[src/rtl/seq_pkg.sv]
// seq_pkg: shared constants for the instruction sequencer.
//   - FSM state encodings (plain 4-bit constants, legacy-compatible)
//   - opcode / op field values and the decoded instruction class
//   - regfile write-data select codes (VSEL_C / VSEL_IMM)
//   - instruction field bit positions
package seq_pkg;

    localparam int unsigned W_DATA = 16;
    localparam int unsigned W_REG  = 3;

    // FSM state encodings
    localparam logic [3:0] S_WAIT   = 4'd0;
    localparam logic [3:0] S_DECODE = 4'd1;
    localparam logic [3:0] S_GET_A  = 4'd2;
    localparam logic [3:0] S_GET_B  = 4'd3;
    localparam logic [3:0] S_EXEC   = 4'd4;
    localparam logic [3:0] S_EXEC_S = 4'd5;
    localparam logic [3:0] S_WR_RD  = 4'd6;
    localparam logic [3:0] S_WR_IMM = 4'd7;
    localparam logic [3:0] S_TRAP   = 4'd8;

    // opcode = IR[15:13], op = IR[12:11]
    localparam logic [2:0] OPC_MOV    = 3'b110;
    localparam logic [2:0] OPC_ALU    = 3'b101;
    localparam logic [1:0] OP_MOV_IMM = 2'b10;
    localparam logic [1:0] OP_MOV_REG = 2'b00;
    localparam logic [1:0] OP_ADD     = 2'b00;
    localparam logic [1:0] OP_CMP     = 2'b01;
    localparam logic [1:0] OP_AND     = 2'b10;
    localparam logic [1:0] OP_MVN     = 2'b11;

    // regfile write-data select
    localparam logic [1:0] VSEL_C   = 2'b00;
    localparam logic [1:0] VSEL_IMM = 2'b01;

    // instruction field positions
    localparam int unsigned F_OPC_HI = 15;
    localparam int unsigned F_OPC_LO = 13;
    localparam int unsigned F_OP_HI  = 12;
    localparam int unsigned F_OP_LO  = 11;
    localparam int unsigned F_RN_HI  = 10;
    localparam int unsigned F_RN_LO  = 8;
    localparam int unsigned F_RD_HI  = 7;
    localparam int unsigned F_RD_LO  = 5;
    localparam int unsigned F_SH_HI  = 4;
    localparam int unsigned F_SH_LO  = 3;
    localparam int unsigned F_RM_HI  = 2;
    localparam int unsigned F_RM_LO  = 0;
    localparam int unsigned F_IMM_HI = 7;

    // decoded instruction class; CLS_NOP covers every undefined opcode/op
    typedef enum logic [2:0] {
        CLS_NOP,
        CLS_MOV_IMM,
        CLS_MOV_REG,
        CLS_ADD,
        CLS_CMP,
        CLS_AND,
        CLS_MVN
    } instr_class_t;

endpackage

[src/rtl/instr_decoder.sv]
// instr_decoder: purely combinational field decode of the instruction register.
// Ports:
//   ir      in  16  instruction register contents
//   rn/rd/rm out 3  register number fields
//   sh      out 2   shift field IR[4:3]
//   aluop   out 2   ALU op field IR[12:11]
//   sximm8  out 16  sign-extended IR[7:0]
//   cls     out     decoded instruction class (CLS_NOP when undefined)
module instr_decoder
    import seq_pkg::*;
(
    input  logic [W_DATA-1:0] ir,
    output logic [W_REG-1:0]  rn,
    output logic [W_REG-1:0]  rd,
    output logic [W_REG-1:0]  rm,
    output logic [1:0]        sh,
    output logic [1:0]        aluop,
    output logic [W_DATA-1:0] sximm8,
    output instr_class_t      cls
);

    logic [2:0] opcode;
    logic [1:0] op;

    assign opcode = ir[F_OPC_HI:F_OPC_LO];
    assign op     = ir[F_OP_HI:F_OP_LO];
    assign rn     = ir[F_RN_HI:F_RN_LO];
    assign rd     = ir[F_RD_HI:F_RD_LO];
    assign rm     = ir[F_RM_HI:F_RM_LO];
    assign sh     = ir[F_SH_HI:F_SH_LO];
    assign aluop  = op;
    assign sximm8 = {{8{ir[F_IMM_HI]}}, ir[F_IMM_HI:0]};

    always_comb begin
        cls = CLS_NOP;
        if (opcode == OPC_MOV) begin
            if (op == OP_MOV_IMM)      cls = CLS_MOV_IMM;
            else if (op == OP_MOV_REG) cls = CLS_MOV_REG;
        end else if (opcode == OPC_ALU) begin
            case (op)
                OP_ADD:  cls = CLS_ADD;
                OP_CMP:  cls = CLS_CMP;
                OP_AND:  cls = CLS_AND;
                default: cls = CLS_MVN;
            endcase
        end
    end

endmodule

[src/rtl/instr_sequencer.sv]
// instr_sequencer: instruction register + Moore control FSM driving the 8x16
// register file ports and datapath enables, one state per clock.
// Ports:
//   clk, reset_n (async active-low)
//   s        start executing the held instruction (sampled in WAIT only)
//   load     IR load enable (honoured in WAIT only)
//   in       16-bit instruction word
//   w        1 = idle in WAIT
//   readnum, writenum, write         regfile control
//   loada, loadb, loadc, loads       datapath register enables
//   asel, bsel, vsel                 operand / write-data selects
//   shift, aluop, sximm8             combinational IR fields
//   illegal  trap flag
// Configuration macro: ILLEGAL_TRAP_EN -- when defined, an undefined
// instruction parks the FSM in TRAP (illegal=1) until reset; otherwise it is a
// NOP and illegal is tied 0.
module instr_sequencer
    import seq_pkg::*;
#(
    parameter int unsigned W_DATA = 16,
    parameter int unsigned W_REG  = 3
) (
    input  logic              clk,
    input  logic              reset_n,
    input  logic              s,
    input  logic              load,
    input  logic [W_DATA-1:0] in,
    output logic              w,
    output logic [W_REG-1:0]  readnum,
    output logic [W_REG-1:0]  writenum,
    output logic              write,
    output logic              loada,
    output logic              loadb,
    output logic              loadc,
    output logic              loads,
    output logic              asel,
    output logic              bsel,
    output logic [1:0]        vsel,
    output logic [1:0]        shift,
    output logic [1:0]        aluop,
    output logic [W_DATA-1:0] sximm8,
    output logic              illegal
);

    logic [W_DATA-1:0] ir_q, ir_d;
    logic [3:0]        state_q, state_d;

    logic [W_REG-1:0]  rn, rd, rm;
    instr_class_t      cls;

    instr_decoder u_dec (
        .ir     (ir_q),
        .rn     (rn),
        .rd     (rd),
        .rm     (rm),
        .sh     (shift),
        .aluop  (aluop),
        .sximm8 (sximm8),
        .cls    (cls)
    );

    // IR only updates while idle so an in-flight instruction is never disturbed.
    // With s&load on the same edge DECODE sees the freshly loaded word.
    always_comb begin
        ir_d = ir_q;
        if (state_q == S_WAIT && load) ir_d = in;
    end

    always_comb begin
        state_d = state_q;
        case (state_q)
            S_WAIT:   if (s) state_d = S_DECODE;
            S_DECODE: begin
                case (cls)
                    CLS_MOV_IMM:                  state_d = S_WR_IMM;
                    CLS_MOV_REG, CLS_MVN:         state_d = S_GET_B;
                    CLS_ADD, CLS_AND, CLS_CMP:    state_d = S_GET_A;
                    default: begin
`ifdef ILLEGAL_TRAP_EN
                        state_d = S_TRAP;
`else
                        state_d = S_WAIT;
`endif
                    end
                endcase
            end
            S_GET_A:  state_d = S_GET_B;
            S_GET_B:  state_d = (cls == CLS_CMP) ? S_EXEC_S : S_EXEC;
            S_EXEC:   state_d = S_WR_RD;
            S_EXEC_S: state_d = S_WAIT;
            S_WR_RD:  state_d = S_WAIT;
            S_WR_IMM: state_d = S_WAIT;
            S_TRAP:   state_d = S_TRAP;
            default:  state_d = S_WAIT;
        endcase
    end

    always_ff @(posedge clk or negedge reset_n) begin
        if (!reset_n) begin
            ir_q    <= '0;
            state_q <= S_WAIT;
        end else begin
            ir_q    <= ir_d;
            state_q <= state_d;
        end
    end

    // Moore output decode
    always_comb begin
        w        = (state_q == S_WAIT);
        readnum  = '0;
        writenum = '0;
        write    = 1'b0;
        loada    = 1'b0;
        loadb    = 1'b0;
        loadc    = 1'b0;
        loads    = 1'b0;
        asel     = 1'b0;
        bsel     = 1'b0;
        vsel     = VSEL_C;
        case (state_q)
            S_GET_A: begin
                readnum = rn;
                loada   = 1'b1;
            end
            S_GET_B: begin
                readnum = rm;
                loadb   = 1'b1;
            end
            S_EXEC: begin
                loadc = 1'b1;
                asel  = (cls == CLS_MOV_REG) || (cls == CLS_MVN);
            end
            S_EXEC_S: loads = 1'b1;
            S_WR_RD: begin
                writenum = rd;
                write    = 1'b1;
                vsel     = VSEL_C;
            end
            S_WR_IMM: begin
                writenum = rn;
                write    = 1'b1;
                vsel     = VSEL_IMM;
            end
            default: ;
        endcase
    end

`ifdef ILLEGAL_TRAP_EN
    assign illegal = (state_q == S_TRAP);
`else
    assign illegal = 1'b0;
`endif

endmodule
[config.mk]
export PLATFORM = sky130hd
export DESIGN_NAME = instr_sequencer
export DESIGN_NICKNAME = d
export VERILOG_FILES = /design/src/rtl/seq_pkg.sv /design/src/rtl/instr_decoder.sv /design/src/rtl/instr_sequencer.sv
export SDC_FILE = /design/constraint.sdc
export NUM_CORES = 1
export LEC_CHECK = 0
export ABC_CLOCK_PERIOD_IN_PS = 1700
export BUFFER_PORTS_ARGS = -buffer_cell sky130_fd_sc_hd__buf_2
export CAP_MARGIN = 40
export CORE_MARGIN = 2
export CORE_UTILIZATION = 42
export DETAILED_ROUTE_END_ITERATION = 6
export GPL_TIMING_DRIVEN = 0
export PLACE_DENSITY = 0.76
export SYNTH_ARGS = -nofsm -noshare
export SYNTH_HDL_FRONTEND = slang
export SYNTH_SLANG_ARGS = --single-unit
[constraint.sdc]
create_clock -name clk -period 1.7 [get_ports clk]
set_input_delay 0.255 -clock clk [delete_from_list [all_inputs] [get_ports clk]]
set_output_delay 0.255 -clock clk [all_outputs]
set_load 0.02 [all_outputs]
# Word level (Yosys, flattened, before mapping)
# Index checks and enable logic that the tools add are counted.
# op_classes
eq_ne	19
mux	18
reduce_logical	7
# ops
cell	count
4-bit one-hot mux with 6 select lines	1
3-bit one-hot mux with 3 select lines	2
4-bit by 3-bit equality test with 1-bit output (second input constant)	4
3-bit equality test (second input constant)	5
3-bit one-hot mux with 2 select lines	2
3-bit two-way mux	3
4-bit by 2-bit equality test with 1-bit output (second input constant)	2
1-bit two-way mux	8
3-bit by 2-bit equality test with 1-bit output (second input constant)	2
4-bit by 1-bit equality test with 1-bit output (second input constant)	1
4-bit equality test (second input constant)	1
4-bit zero test	1
4-bit two-way mux	1
2-bit OR reduction	2
3-bit by 1-bit equality test with 1-bit output (second input constant)	1
3-bit OR reduction	1
2-bit by 1-bit equality test with 1-bit output (second input constant)	1
2-bit equality test (second input constant)	1
2-bit zero test	1
2-bit two-way mux	1
2-bit inequality test (second input constant)	1
1-bit logical AND	1
1-bit logical OR	1
# word_totals
regBits	20
inputBits	20
elab_cells	46

# Longest topological paths before layout
# depth
ltp_word	8
ltp_mapped	5
depth_no_buf	5

# Modules after synthesis
# A second synthesis with hierarchy kept.
# hier_totals
cells_unflattened	131
area_unflattened_um2	1387.6
# by_module_without_submodules
module	n_inst	cells_each	area_per_inst_um2	seq_area_each_um2
instr_sequencer	1	88	1067.3	500.5
instr_decoder	1	43	320.3	0.0

# Worst setup path before layout
# No wires, ideal clock.
# synth_timing
kind	reg2reg
start	reg state_q[1]
end	reg ir_q[10]
setup_ns	0.125
t_arrival_ns	1.549
required_ns	1.575
path_slack_ns	0.026
path_stages_with_launch	6
path_buffers	2
period_less_slack_ns	1.674
cell_sequence	dfrtp_1 buf_6 nor4_4 nand2_4 buf_6 mux2_4
# synth_between
elab_chain_cells	2
# synth_rtl
item	line_no	text
start, declared	instr_sequencer.sv:46	logic [3:0] state_q, state_d;
start signal, assigned	instr_sequencer.sv:104	state_q <= state_d;
4-bit zero test	n/a	
named net w	instr_sequencer.sv:28	output logic w,
1-bit logical AND	instr_sequencer.sv:66	if (state_q == S_WAIT && load) ir_d = in;
end signal, assigned	instr_sequencer.sv:103	ir_q <= ir_d;
end, declared	instr_sequencer.sv:45	logic [W_DATA-1:0] ir_q, ir_d;
# The timed path passes the listed nets, and every way through them passes these cells.
# A chain may end at the register's enable or synchronous reset.

# Final worst setup path
# layout_timing
start	reg ir_q[11]
end	out asel
# layout_between
elab_chain_cells	7
word_cells_on_any_way	12
classes_between	eq/ne: 4; mux: 6; reduce/logical: 2
# layout_rtl
item	line_no	text
2-bit equality test, or another cell as far along	instr_decoder.sv:37, instr_decoder.sv:40	
3-bit one-hot mux with 3 select lines or 2-bit two-way mux (tied branches)	instr_decoder.sv:40, instr_decoder.sv:38	
3-bit two-way mux (on tied branches)	instr_decoder.sv:39, instr_decoder.sv:37	
3-bit two-way mux (*)	instr_decoder.sv:36	if (opcode == OPC_MOV) begin
3-bit by 2-bit equality test with 1-bit output or 3-bit equality test (tied branches)	instr_sequencer.sv:132	asel = (cls == CLS_MOV_REG) || (cls == CLS_MVN);
1-bit logical OR (*)	instr_sequencer.sv:132	
1-bit two-way mux (*)	instr_sequencer.sv:121	case (state_q)
end, declared	instr_sequencer.sv:36	output logic asel,
# Mark *: on every way between the ends. The rest lies on a longest branch, timed or not.

==> impl_metrics.json <==
{
  "cts_num_sinks": 20,
  "numCtsBuffers": 3,
  "fin_crit_sh_pct": 107,
  "ir_drop_uv": 816,
  "crit_type": "flip-flop to primary output",
  "dieHeight_um": 59.5,
  "synth-main-ff-cell": "dfrtp_1",
  "wl_met2_um": 1590,
  "ant_nets": 0,
  "cp_max_fo": 4,
  "avgSynthCellArea_um2": 11.0,
  "htreeDepth": 1,
  "synth_edf_count": 0,
  "regArea_um2": 504,
  "multi_input_area_um2": 648,
  "leakage_nw": 0.968,
  "core_mm2": 0.00300,
  "cts_max_path_buffers": 2,
  "critPathLaunchType": "flip-flop",
  "postSynthCellCount": 118,
  "syn_to_final_growth_pct": 39.5,
  "final_nets": 210,
  "synth_seq_cells": 20,
  "report.final.slew_viol_count": 0,
  "antenna_found_initial": 0,
  "io_pins": 57,
  "ys_warn_count": 0,
  "arrival_ns": 1.57,
  "fp.dieArea_mm2": 0.00354,
  "hp-class": "primary input to flip-flop",
  "ys_top_cells_by_area": "dfrtp_1 (39%), buf_4 (13%), mux2_4 (12%)",
  "port_buffers": 53,
  "placementRows": 20,
  "clockRootBuffer": "clkbuf_4",
  "top_layer_used": "met4",
  "violations": "negative setup slack",
  "fillers": 255,
  "final_area_mm2": 0.00180,
  "setup_violations": 1,
  "grtUsageTotal_pct": 16.0,
  "finalWirelength_um": 2800,
  "synth_area_leader_cell": "dfrtp_1",
  "fin_crit_ns": 1.82,
  "insertion_delay_ns": 0.29,
  "met1Wirelength_um": 1060,
  "drc": 0,
  "fmax_mhz": 548,
  "pwr_density_cell_mw_per_mm2": 2010,
  "status": "finished with violations",
  "yosysTopAreaCellShare_pct": 38.7,
  "die-width_um": 59.5,
  "dr.pass1.iters": 4,
  "grt_pass1_vias": 1012,
  "layout-drive-gt1-share_pct": 69.4,
  "vias": 1061,
  "r2r_slack_ns": 0.06,
  "tritoncts": "done",
  "placed_cell_area_mm2": 0.00161,
  "skew_ns": 0.00106,
  "dp_hpwl_um": 2080,
  "synth_seq_area_share_pct": 38.7,
  "timing.setup.tns_ns": -0.124,
  "required_ns": 1.44,
  "start_util_pct": 43.1,
  "syn_area_mm2": 0.00129,
  "worst_slack_ns": -0.124,
  "grt_pass1_wl_um": 4280,
  "vias_per_cell": 4.84,
  "grt_max_degree": 21,
  "antennaDiodeCount": 0,
  "rsz0062_at_grt": "yes",
  "globalplace.congestion": 0.836,
  "grt_overflow": 0,
  "finalHoldViolCount": 0,
  "synthArstFlopShare_pct": 100,
  "yosysUniqueCellTypes": 31,
  "clk_pin_slew_ns": 0.11,
  "drtIter0Drc": 18,
  "final_util_pct": 60.1,
  "max-cap-violations": 0,
  "wl_met3_um": 123,
  "routedWlPerCell_um": 12.8,
  "end_kind": "primary output"
}
stage by stage:
stage / cells / hold slack (ns) / total power, mW / setup slack, ns
after floorplan: 120 / -0.0406 / 2.57 / 0.0259
after global placement: 206 / 0.229 / 3.00 / 0.0254
after detailed placement: 206 / 0.229 / 3.07 / -0.0195
after CTS: 217 / 0.164 / 3.53 / -0.148
after global routing: 219 / 0.166 / 3.87 / -0.197
final: 219 / 0.180 / 3.63 / -0.124
worst paths after layout:
path	cells after the start	endpoint	startpoint
setup / recovery	6	asel	ir_q[11]$_DFFE_PN0P_
hold / removal	2	ir_q[11]$_DFFE_PN0P_	in[11]
setup reg to reg	5	state_q[1]$_DFFE_PN0P_	ir_q[11]$_DFFE_PN0P_
hold reg to reg	1	ir_q[2]$_DFFE_PN0P_	ir_q[2]$_DFFE_PN0P_
max in group asynchronous	2	state_q[0]$_DFFE_PN0P_	reset_n
min in group asynchronous	2	ir_q[4]$_DFFE_PN0P_	reset_n
power by group:
part,internal [mW],total [mW],switching [mW]
logic,1.29,2.42,1.13
clock network,0.130,0.275,0.145
registers,0.703,0.941,0.238
total,2.12,3.63,1.51
cells by family after synthesis:
logic type / synth area share (%)
AO/OA/AOI/OAI: 5.22
XOR/XNOR: 0.677
adder cells (fa/ha/maj): 2.90
buffers and inverters: 16.9
flip-flops: 38.7
multiplexers: 21.5
other: 0.290
AND/OR/NAND/NOR: 13.8
layer usage:
layer / GRT usage (%) / vias to the layer above
li1: - / 518
met3: 2.40 / 2
met1: 17.5 / 513
met5: 0 / -
met4: 6.67 / 0
met2: 30.1 / 28
placed cells by master (no fill, tap or decap), types with 2 or more instances in the layout:
cell      count
ha_2          2
dfrtp_1      17
buf_2        49
mux2_4       10
conb_1        3
buf_4        34
nand2_1       2
clkbuf_4      3
mux2i_1       6
inv_2         2
nor2_1       10
mux2_2        6
nor2_2        2
nand2_2       2
dfrtp_2       3
inv_1         3
nor2b_2       2
buf_6         4
nand3_1       2
synthesized netlist by cell type, types with 2 or more instances:
| cell | number |
|---|---|
| inv_1 | 5 |
| buf_6 | 2 |
| buf_4 | 23 |
| nor2b_1 | 4 |
| dfrtp_1 | 20 |
| nand2_1 | 4 |
| nor4b_1 | 2 |
| mux2i_1 | 6 |
| mux2_2 | 6 |
| nor2_1 | 13 |
| mux2_4 | 10 |
| nand3_1 | 2 |
| ha_1 | 3 |
worst max-delay path, stage by stage, from the launching register on:
cell     delay [ns]
dfrtp_1        0.40
inv_2          0.10
ha_4           0.23
nor4b_4        0.22
o21ai_2        0.08
nor2_1         0.09
buf_4          0.15
layout make-up:
type	instances	area share, %
flip-flops and latches	20	27.9
clock buffers	4	2.01
well taps	33	2.29
multi-input cells	69	35.9
repair buffers	62	19.3
plain buffers	26	11.4
inverters	5	1.04
flip-flops by register name, summed over array words and instances, names as in the netlist:
name	count
ir_q	16
state_q	4
repair_timing:
item / CTS / global route
gates resized for setup: 14 / 15
pin swaps: 1 / 0
hold buffers: 1 / 0
buffers inserted: 6 / 2
hold endpoints to repair: 20 / 0
endpoints found under the setup margin: 13 / 13
(Power assumes the default switching activity.)
